--- src/rtl/qerv_state_seq_if.sv ---
// -----------------------------------------------------------------------------
// qerv_state_seq_if
//
// Bus handshake bundle of the phase sequencer.
//   o_ibus_cyc  instruction fetch request (driven by the sequencer)
//   i_ibus_ack  instruction fetch complete (driven by the bus)
//   o_dbus_cyc  data bus request (driven by the sequencer)
//   i_dbus_ack  data bus transfer complete (driven by the bus)
//
// Modports:
//   master : the sequencer side, which issues the cyc requests
//   slave  : the bus side, which answers with acks
// -----------------------------------------------------------------------------
interface qerv_state_seq_if;
    logic o_ibus_cyc;
    logic i_ibus_ack;
    logic o_dbus_cyc;
    logic i_dbus_ack;

    modport master (
        output o_ibus_cyc,
        output o_dbus_cyc,
        input  i_ibus_ack,
        input  i_dbus_ack
    );

    modport slave (
        input  o_ibus_cyc,
        input  o_dbus_cyc,
        output i_ibus_ack,
        output i_dbus_ack
    );
endinterface

--- src/rtl/qerv_state_seq.sv ---
// -----------------------------------------------------------------------------
// qerv_state_seq
//
// Phase sequencer and bit counter for the W-bit-wide serial core. Fetches an
// instruction, then runs one or more 32-bit serial passes (INIT, RUN, TRAP),
// each 32/W cycles long, with a data-bus wait between INIT and RUN for memory
// operations.
//
// Parameters:
//   W              datapath chunk width (1 or 4)
//   RESET_STRATEGY "MINI" resets state and counter, "NONE" resets state only
//
// Ports:
//   i_clk, i_rst     clock, synchronous active-high reset
//   bus              ibus/dbus cyc/ack handshakes (master side)
//   i_two_stage_op   instruction needs an INIT pass
//   i_mem_op         instruction is a load/store
//   i_e_op           instruction is ecall/ebreak
//   i_new_irq        pending timer interrupt
//   i_misalign       misaligned access/jump, sampled at end of INIT pass
//   o_en             serial pass active
//   o_init, o_trap   INIT / TRAP pass active
//   o_cnt            bit index of the chunk LSB
//   o_cnt0to3        chunk overlaps bits 0..3
//   o_cnt3, o_cnt7   bit 3 / bit 7 sits on the chunk MSB lane
//   o_cnt_done       last chunk of the pass
//
// Every output is decoded from registered state and counter only.
// -----------------------------------------------------------------------------
module qerv_state_seq #(
    parameter int W              = 1,
    parameter     RESET_STRATEGY = "MINI"
) (
    input  logic                 i_clk,
    input  logic                 i_rst,
    qerv_state_seq_if.master     bus,
    input  logic                 i_two_stage_op,
    input  logic                 i_mem_op,
    input  logic                 i_e_op,
    input  logic                 i_new_irq,
    input  logic                 i_misalign,
    output logic                 o_en,
    output logic                 o_init,
    output logic                 o_trap,
    output logic [4:0]           o_cnt,
    output logic                 o_cnt0to3,
    output logic                 o_cnt3,
    output logic                 o_cnt7,
    output logic                 o_cnt_done
);

    // Counter step and the chunk positions that carry the strobes. Clearing
    // the low bits of 3 and 7 selects the chunk whose MSB lane holds that bit.
    localparam logic [4:0] CNT_STEP = 5'(W);
    localparam logic [4:0] CNT_LAST = 5'(32 - W);
    localparam logic [4:0] CNT_B3   = 5'(3 & ~(W - 1));
    localparam logic [4:0] CNT_B7   = 5'(7 & ~(W - 1));

    typedef enum logic [2:0] {
        IDLE,
        INIT,
        MEM_WAIT,
        RUN,
        TRAP
    } state_t;

    state_t     state_reg;
    state_t     state_next;
    logic [4:0] cnt_reg;
    logic [4:0] cnt_next;
    logic [4:0] cnt;
    logic       pass_active;
    logic       cnt_done;

    // A pass is active in INIT, RUN and TRAP; MEM_WAIT is a bubble.
    assign pass_active = (state_reg == INIT) || (state_reg == RUN) || (state_reg == TRAP);

    // The counter reads as zero whenever no pass runs. This also covers the
    // cycle after a mid-pass reset when the counter register is not reset.
    assign cnt      = pass_active ? cnt_reg : 5'd0;
    assign cnt_done = pass_active && (cnt == CNT_LAST);

    // Advances by W during a pass; the 5-bit add wraps 32-W back to 0 so that
    // back-to-back passes start at bit 0 without a bubble.
    assign cnt_next = pass_active ? (cnt + CNT_STEP) : 5'd0;

    always_ff @(posedge i_clk) begin
        if (i_rst) begin
            state_reg <= IDLE;
        end else begin
            state_reg <= state_next;
        end
    end

    generate
        if (RESET_STRATEGY == "NONE") begin : g_cnt_noreset
            always_ff @(posedge i_clk) begin
                cnt_reg <= cnt_next;
            end
        end else begin : g_cnt_reset
            always_ff @(posedge i_clk) begin
                if (i_rst) begin
                    cnt_reg <= 5'd0;
                end else begin
                    cnt_reg <= cnt_next;
                end
            end
        end
    endgenerate

    always_comb begin
        state_next     = state_reg;
        bus.o_ibus_cyc = 1'b0;
        bus.o_dbus_cyc = 1'b0;
        o_en           = 1'b0;
        o_init         = 1'b0;
        o_trap         = 1'b0;

        case (state_reg)
            IDLE: begin
                bus.o_ibus_cyc = 1'b1;
                if (bus.i_ibus_ack) begin
                    // Interrupt and ecall/ebreak share one trap pass.
                    if (i_new_irq || i_e_op) begin
                        state_next = TRAP;
                    end else if (i_two_stage_op) begin
                        state_next = INIT;
                    end else begin
                        state_next = RUN;
                    end
                end
            end
            INIT: begin
                o_en   = 1'b1;
                o_init = 1'b1;
                if (cnt_done) begin
                    // A misaligned access traps before touching the data bus.
                    if (i_misalign) begin
                        state_next = TRAP;
                    end else if (i_mem_op) begin
                        state_next = MEM_WAIT;
                    end else begin
                        state_next = RUN;
                    end
                end
            end
            MEM_WAIT: begin
                bus.o_dbus_cyc = 1'b1;
                if (bus.i_dbus_ack) begin
                    state_next = RUN;
                end
            end
            RUN: begin
                o_en = 1'b1;
                if (cnt_done) begin
                    state_next = IDLE;
                end
            end
            TRAP: begin
                o_en   = 1'b1;
                o_trap = 1'b1;
                if (cnt_done) begin
                    state_next = IDLE;
                end
            end
            default: begin
                state_next = IDLE;
            end
        endcase
    end

    assign o_cnt      = cnt;
    assign o_cnt_done = cnt_done;
    assign o_cnt0to3  = pass_active && (cnt < 5'd4);
    assign o_cnt3     = pass_active && (cnt == CNT_B3);
    assign o_cnt7     = pass_active && (cnt == CNT_B7);

endmodule

--- src/flat_wrapper.sv ---
// flat-port wrapper written by rule: the top's interface ports become plain ports
module qerv_state_seq_flat 
#(
    parameter int W              = 1,
    parameter     RESET_STRATEGY = "    "
)
  (i_clk, i_rst, i_two_stage_op, i_mem_op, i_e_op, i_new_irq, i_misalign, o_en, o_init, o_trap, o_cnt, o_cnt0to3, o_cnt3, o_cnt7, o_cnt_done, bus_o_ibus_cyc, bus_o_dbus_cyc, bus_i_ibus_ack, bus_i_dbus_ack);
  qerv_state_seq_if bus_i ();
  input  logic i_clk;
  input  logic i_rst;
  input  logic i_two_stage_op;
  input  logic i_mem_op;
  input  logic i_e_op;
  input  logic i_new_irq;
  input  logic i_misalign;
  output logic o_en;
  output logic o_init;
  output logic o_trap;
  output logic [4:0] o_cnt;
  output logic o_cnt0to3;
  output logic o_cnt3;
  output logic o_cnt7;
  output logic o_cnt_done;
  output wire logic [$bits(bus_i.o_ibus_cyc)-1:0] bus_o_ibus_cyc;
  output wire logic [$bits(bus_i.o_dbus_cyc)-1:0] bus_o_dbus_cyc;
  input wire logic [$bits(bus_i.i_ibus_ack)-1:0] bus_i_ibus_ack;
  input wire logic [$bits(bus_i.i_dbus_ack)-1:0] bus_i_dbus_ack;
  assign bus_o_ibus_cyc = bus_i.o_ibus_cyc;
  assign bus_o_dbus_cyc = bus_i.o_dbus_cyc;
  assign bus_i.i_ibus_ack = bus_i_ibus_ack;
  assign bus_i.i_dbus_ack = bus_i_dbus_ack;
  qerv_state_seq #(.W(W), .RESET_STRATEGY(RESET_STRATEGY)) u_core (.i_clk(i_clk), .i_rst(i_rst), .bus(bus_i), .i_two_stage_op(i_two_stage_op), .i_mem_op(i_mem_op), .i_e_op(i_e_op), .i_new_irq(i_new_irq), .i_misalign(i_misalign), .o_en(o_en), .o_init(o_init), .o_trap(o_trap), .o_cnt(o_cnt), .o_cnt0to3(o_cnt0to3), .o_cnt3(o_cnt3), .o_cnt7(o_cnt7), .o_cnt_done(o_cnt_done));
endmodule
--- config.mk ---
export PLATFORM = sky130hd
export DESIGN_NAME = qerv_state_seq_flat
export DESIGN_NICKNAME = d
export VERILOG_FILES = /design/src/rtl/qerv_state_seq_if.sv /design/src/rtl/qerv_state_seq.sv /design/src/flat_wrapper.sv
export SDC_FILE = /design/constraint.sdc
export NUM_CORES = 1
export LEC_CHECK = 0
export BUFFER_PORTS_ARGS = -buffer_cell sky130_fd_sc_hd__buf_2
export CORE_AREA = 10 10 47 49
export CTS_BUF_LIST = sky130_fd_sc_hd__clkbuf_2 sky130_fd_sc_hd__clkbuf_4 sky130_fd_sc_hd__clkbuf_8
export DETAILED_ROUTE_END_ITERATION = 8
export DIE_AREA = 0 0 57 59
export HOLD_SLACK_MARGIN = 0.05
export MAX_ROUTING_LAYER = met4
export PLACE_DENSITY = 0.67
export SKIP_LAST_GASP = 1
export SLEW_MARGIN = 10
export SYNTH_ARGS = -nofsm -noshare
export SYNTH_HDL_FRONTEND = slang
export SYNTH_SLANG_ARGS = --single-unit
export TNS_END_PERCENT = 1
--- constraint.sdc ---
create_clock -name i_clk -period 3.4 [get_ports i_clk]
set_clock_uncertainty 0.1 [all_clocks]
set_input_delay 0.68 -clock i_clk [delete_from_list [all_inputs] [get_ports i_clk]]
set_output_delay 0.68 -clock i_clk [all_outputs]
set_load 0.1 [all_outputs]
==> results.md <==
- The max-cap violation count is 0.
- The average detailed-routed wire length per instance is 12.6 µm.
- Summing every instance area after synthesis gives between 500 and 600 µm².
- CTS built an H-tree with a depth of 1.
- The critical path launch point is u_core.state_reg[0]$_SDFFE_PP0P_.
- Setup repair after global routing left no endpoint under its margin.
- The number of I/O pins is 23.
- Synthesis produced a netlist with a net count of 74.
- The overall routed net length is approximately 1300 µm.
- Measured on the finished design, the core utilization comes to between 50% and 60%.
- Global routing used 8.35% of the available tracks.
- The DRC violation count after routing is 0.
- The sequential share of the synthesized area is 31.5%.
- The gate count of the mapped netlist is 63.
- In this design, the stage delay of the slowest critical-path cell is around 0.50 ns.
- Post-CTS timing repair inserted 0 buffers for setup.
- The largest total area in the synthesized netlist belongs to dfxtp_1.
- The signed area change from the synthesized netlist to the final layout is 42.6%.
- STA puts the critical path data required time at around 2.6 ns.
- At the later pin of the worst-skew pair, clock insertion delay measures ~0.25 ns.
- Yosys mapped a number of flops with a built-in enable equal to 0.
- After synthesis, the largest area contributor takes up a little under a third of total cell area.
- The fraction of layout instances using a drive strength above 1 is between 40% and 50%.
- The category of the worst setup path capture point is an output pin.
- The die is ~60 µm tall.
- The number of setup violations in the final report is 0.
- The TritonCTS sink count is 8.
- The signal on the critical path passes through nor2_1, a21boi_2, buf_4, nor2b_4, and3_1, ha_1, nor2b_4, clkbuf_4.
- The Yosys warning count is 0.
- Clock-pin slew was measured on the worst setup and hold paths at 0.05 ns.
- The clock tree root driver cell is clkbuf_4.
- Buffers inserted during clock tree synthesis total 3.
- The number of antenna violations at the first check in global routing is 0.
- By area the synthesized netlist is led by dfxtp_1, nor2b_1, nor3_1.
- The number of port buffers is 22.
- The capture instance of the worst register-to-register path is u_core.state_reg[1]$_SDFFE_PP0P_.
- The first global-routing pass estimated about 2300 µm of wire.
- The number of flip-flops in the largest register is 5.
- The highest fanout seen on the critical path is 11.
- Based on the critical path, the design can be clocked at up to 0.313 GHz.
- The count of antenna diodes in the layout is 0.
- The most numerous cell type found on the critical path is nor2b_4.
- Of all flip-flops after synthesis, the portion carrying an async set or reset was 0%.
- The arrival time of data at the critical path endpoint is 2.42 ns.
- The maximum number of pins on one net before global-route repair is 12.
- The final-report hold violation count is 0.
- The total number of nets in the final design is 99.
- Dividing the final minimum period by the clock period gives a little over nine tenths.
- The die is ~57 µm wide.
- The CTS tree is built.
- The startpoint of the lowest-slack register-to-register path is u_core.state_reg[0]$_SDFFE_PP0P_.
- Dividing the detail-routed via count by the number of cells gives 5.04.
- The register bit count reported by yosys is 8.
- The number of global-route vias before repair was slightly above 500.
- The startpoint identified for the worst hold timing path is u_core.cnt_reg[0]$_SDFF_PP0_.
- The critical path is of the reg -> out type.
- Summed over all nets, the half-perimeter wirelength after detailed placement is 1070 µm.
- The dominant synthesized flop cell is dfxtp_1.
- The detailed-route via count is ~510.
- The worst-margin pin slew is about 0.5 ns.
- The buffer levels on the longest clock path is 2.
- The cell area reported after detailed placement is between 600 and 700 µm².
- The post-route standard cell area excluding fillers is between 700 and 800 µm².
- The worst reg2reg path depth is 10.
- Routability-driven placement finished with a final weighted congestion of between 0.7 and 0.8.
- The remaining global-route overflow is 0.
- The flow ran to the end, and the final reports show no timing, DRC or antenna violations.
- The path type of the worst min-delay path is reg -> reg.
- The final critical path time including I/O delays and setup is ~3.2 ns.
- The core region is approximately 0.0014 mm².
- The unique cell type count in the Yosys netlist is 30.
- The synthesized area per cell is roughly 8.1 µm².
- The destination of the critical timing path is o_cnt_done.
- Registers take 160 µm².
- In the final layout, the multi-input gates occupy roughly 380 µm².
- The row count is 14.
- The number of cells in the design after placement is just under 100.
- STA classifies the critical path startpoint as a flip-flop.
- The worst register-to-register path has a setup slack of slightly above 0.7 ns.
- The number of slew-limit violations in the final report came to 0.
- The number of optimization iterations in the first detailed-route pass is 3.
- The fill cell instance count of the final layout is between 100 and 150.
- The remaining antenna violation count after routing is 0.
- After the first detailed-routing iteration, the DRC count stood at 2.
- The effective utilization at floorplan is a little over a third.
- Adding up every negative setup slack in the final design gives 0 ns.
- The floorplan step defined a die boundary enclosing around 0.0034 mm².
- Among all stages on the critical path, the largest delay is contributed by dfxtp_1.
- The number of cells in the finished layout apart from fillers is slightly above 100.
- Headroom to the max-slew limit came out at just under 70%.
==> routing by layer <==
| metal | track usage [%] | vias to the layer above | wire length, µm |
|---|---|---|---|
| li1 | - | 269 | - |
| met1 | 9.28 | 230 | 527 |
| met2 | 12.7 | 13 | 620 |
| met3 | 4.08 | 2 | 117 |
| met4 | 3.02 | 0 | 16 |
| met5 | - | - | 0 |
==> through the flow <==
| step | hold WS, ns | worst slack (ns) |
|---|---|---|
| 3_5_place_dp | 0.353 | 0.448 |
| 3_3_place_gp | 0.360 | 0.469 |
| 5_1_grt | 0.394 | 0.0364 |
| 6_report | 0.362 | 0.204 |
| 4_1_cts | 0.368 | 0.167 |
| 2_1_floorplan | 0.327 | -0.0271 |
==> layout make-up <==
type | instances | share of cell area, %
well taps | 16 | 2.76
inverters | 3 | 1.55
flip-flops and latches | 8 | 22.1
repair buffers | 24 | 17.6
clock buffers | 3 | 3.11
multi-input cells | 48 | 52.8
==> placed cells by master, fill, tap and decap left out, types with 2 or more instances in the layout <==
cell type and instances:
and3_1 2, buf_2 21, buf_4 2, clkbuf_4 4, dfxtp_1 8, ha_1 2
inv_1 2, mux2i_1 2, nand2b_1 2, nor2_1 5, nor2b_4 5, nor3_1 6
nor3b_1 3, o21ai_1 2, or2_2 2
==> how the worst min path moves through the flow <==
stage,cells after the start,end,slack (ns)
detailed placement,1,u_core.cnt_reg[0]$_SDFF_PP0_,0.35
finish,1,u_core.cnt_reg[0]$_SDFF_PP0_,0.36
floorplan,1,u_core.cnt_reg[0]$_SDFF_PP0_,0.33
global route,1,u_core.cnt_reg[0]$_SDFF_PP0_,0.39
global placement,1,u_core.cnt_reg[0]$_SDFF_PP0_,0.36
CTS,1,u_core.cnt_reg[0]$_SDFF_PP0_,0.37
==> critical path: cells and delay by family, from the launching register on <==
kind                       cells  cell delay (ns)
buffers and inverters          2             0.57
DFF                            1             0.50
and+or+nand+nor                4             0.53
adders and majority gates      1             0.22
AOI/OAI and AO/OA              1             0.33
==> logic make-up after synthesis <==
group | Yosys count | synth area share (%)
multiplexers | 2 | 3.94
flip-flops | 8 | 31.5
XOR/XNOR | 2 | 3.45
adder cells (fa/ha/maj) | 2 | 4.93
buffers and inverters | 7 | 6.40
AND/OR/NAND/NOR | 33 | 36.9
AO/OA/AOI/OAI | 9 | 12.8
==> synth_stat cells (2+ instances only) <==
library cell  count
dfxtp_1           8
nor3_1            7
nor2b_1           6
nor2_1            5
nor3b_1           3
and3_1            2
buf_2             2
ha_1              2
inv_1             2
mux2i_1           2
nand2b_1          2
nor4_1            2
o21ai_1           2
or2_2             2
==> what timing repair did <==
action                                  in CTS  in global routing
gates resized for setup                      0                  1
endpoints found under the setup margin       0                  1
hold buffers                                 0                  0
Power is not shown: default switching activity piles up to over one toggle a cycle in this logic, so the estimate is an artifact.
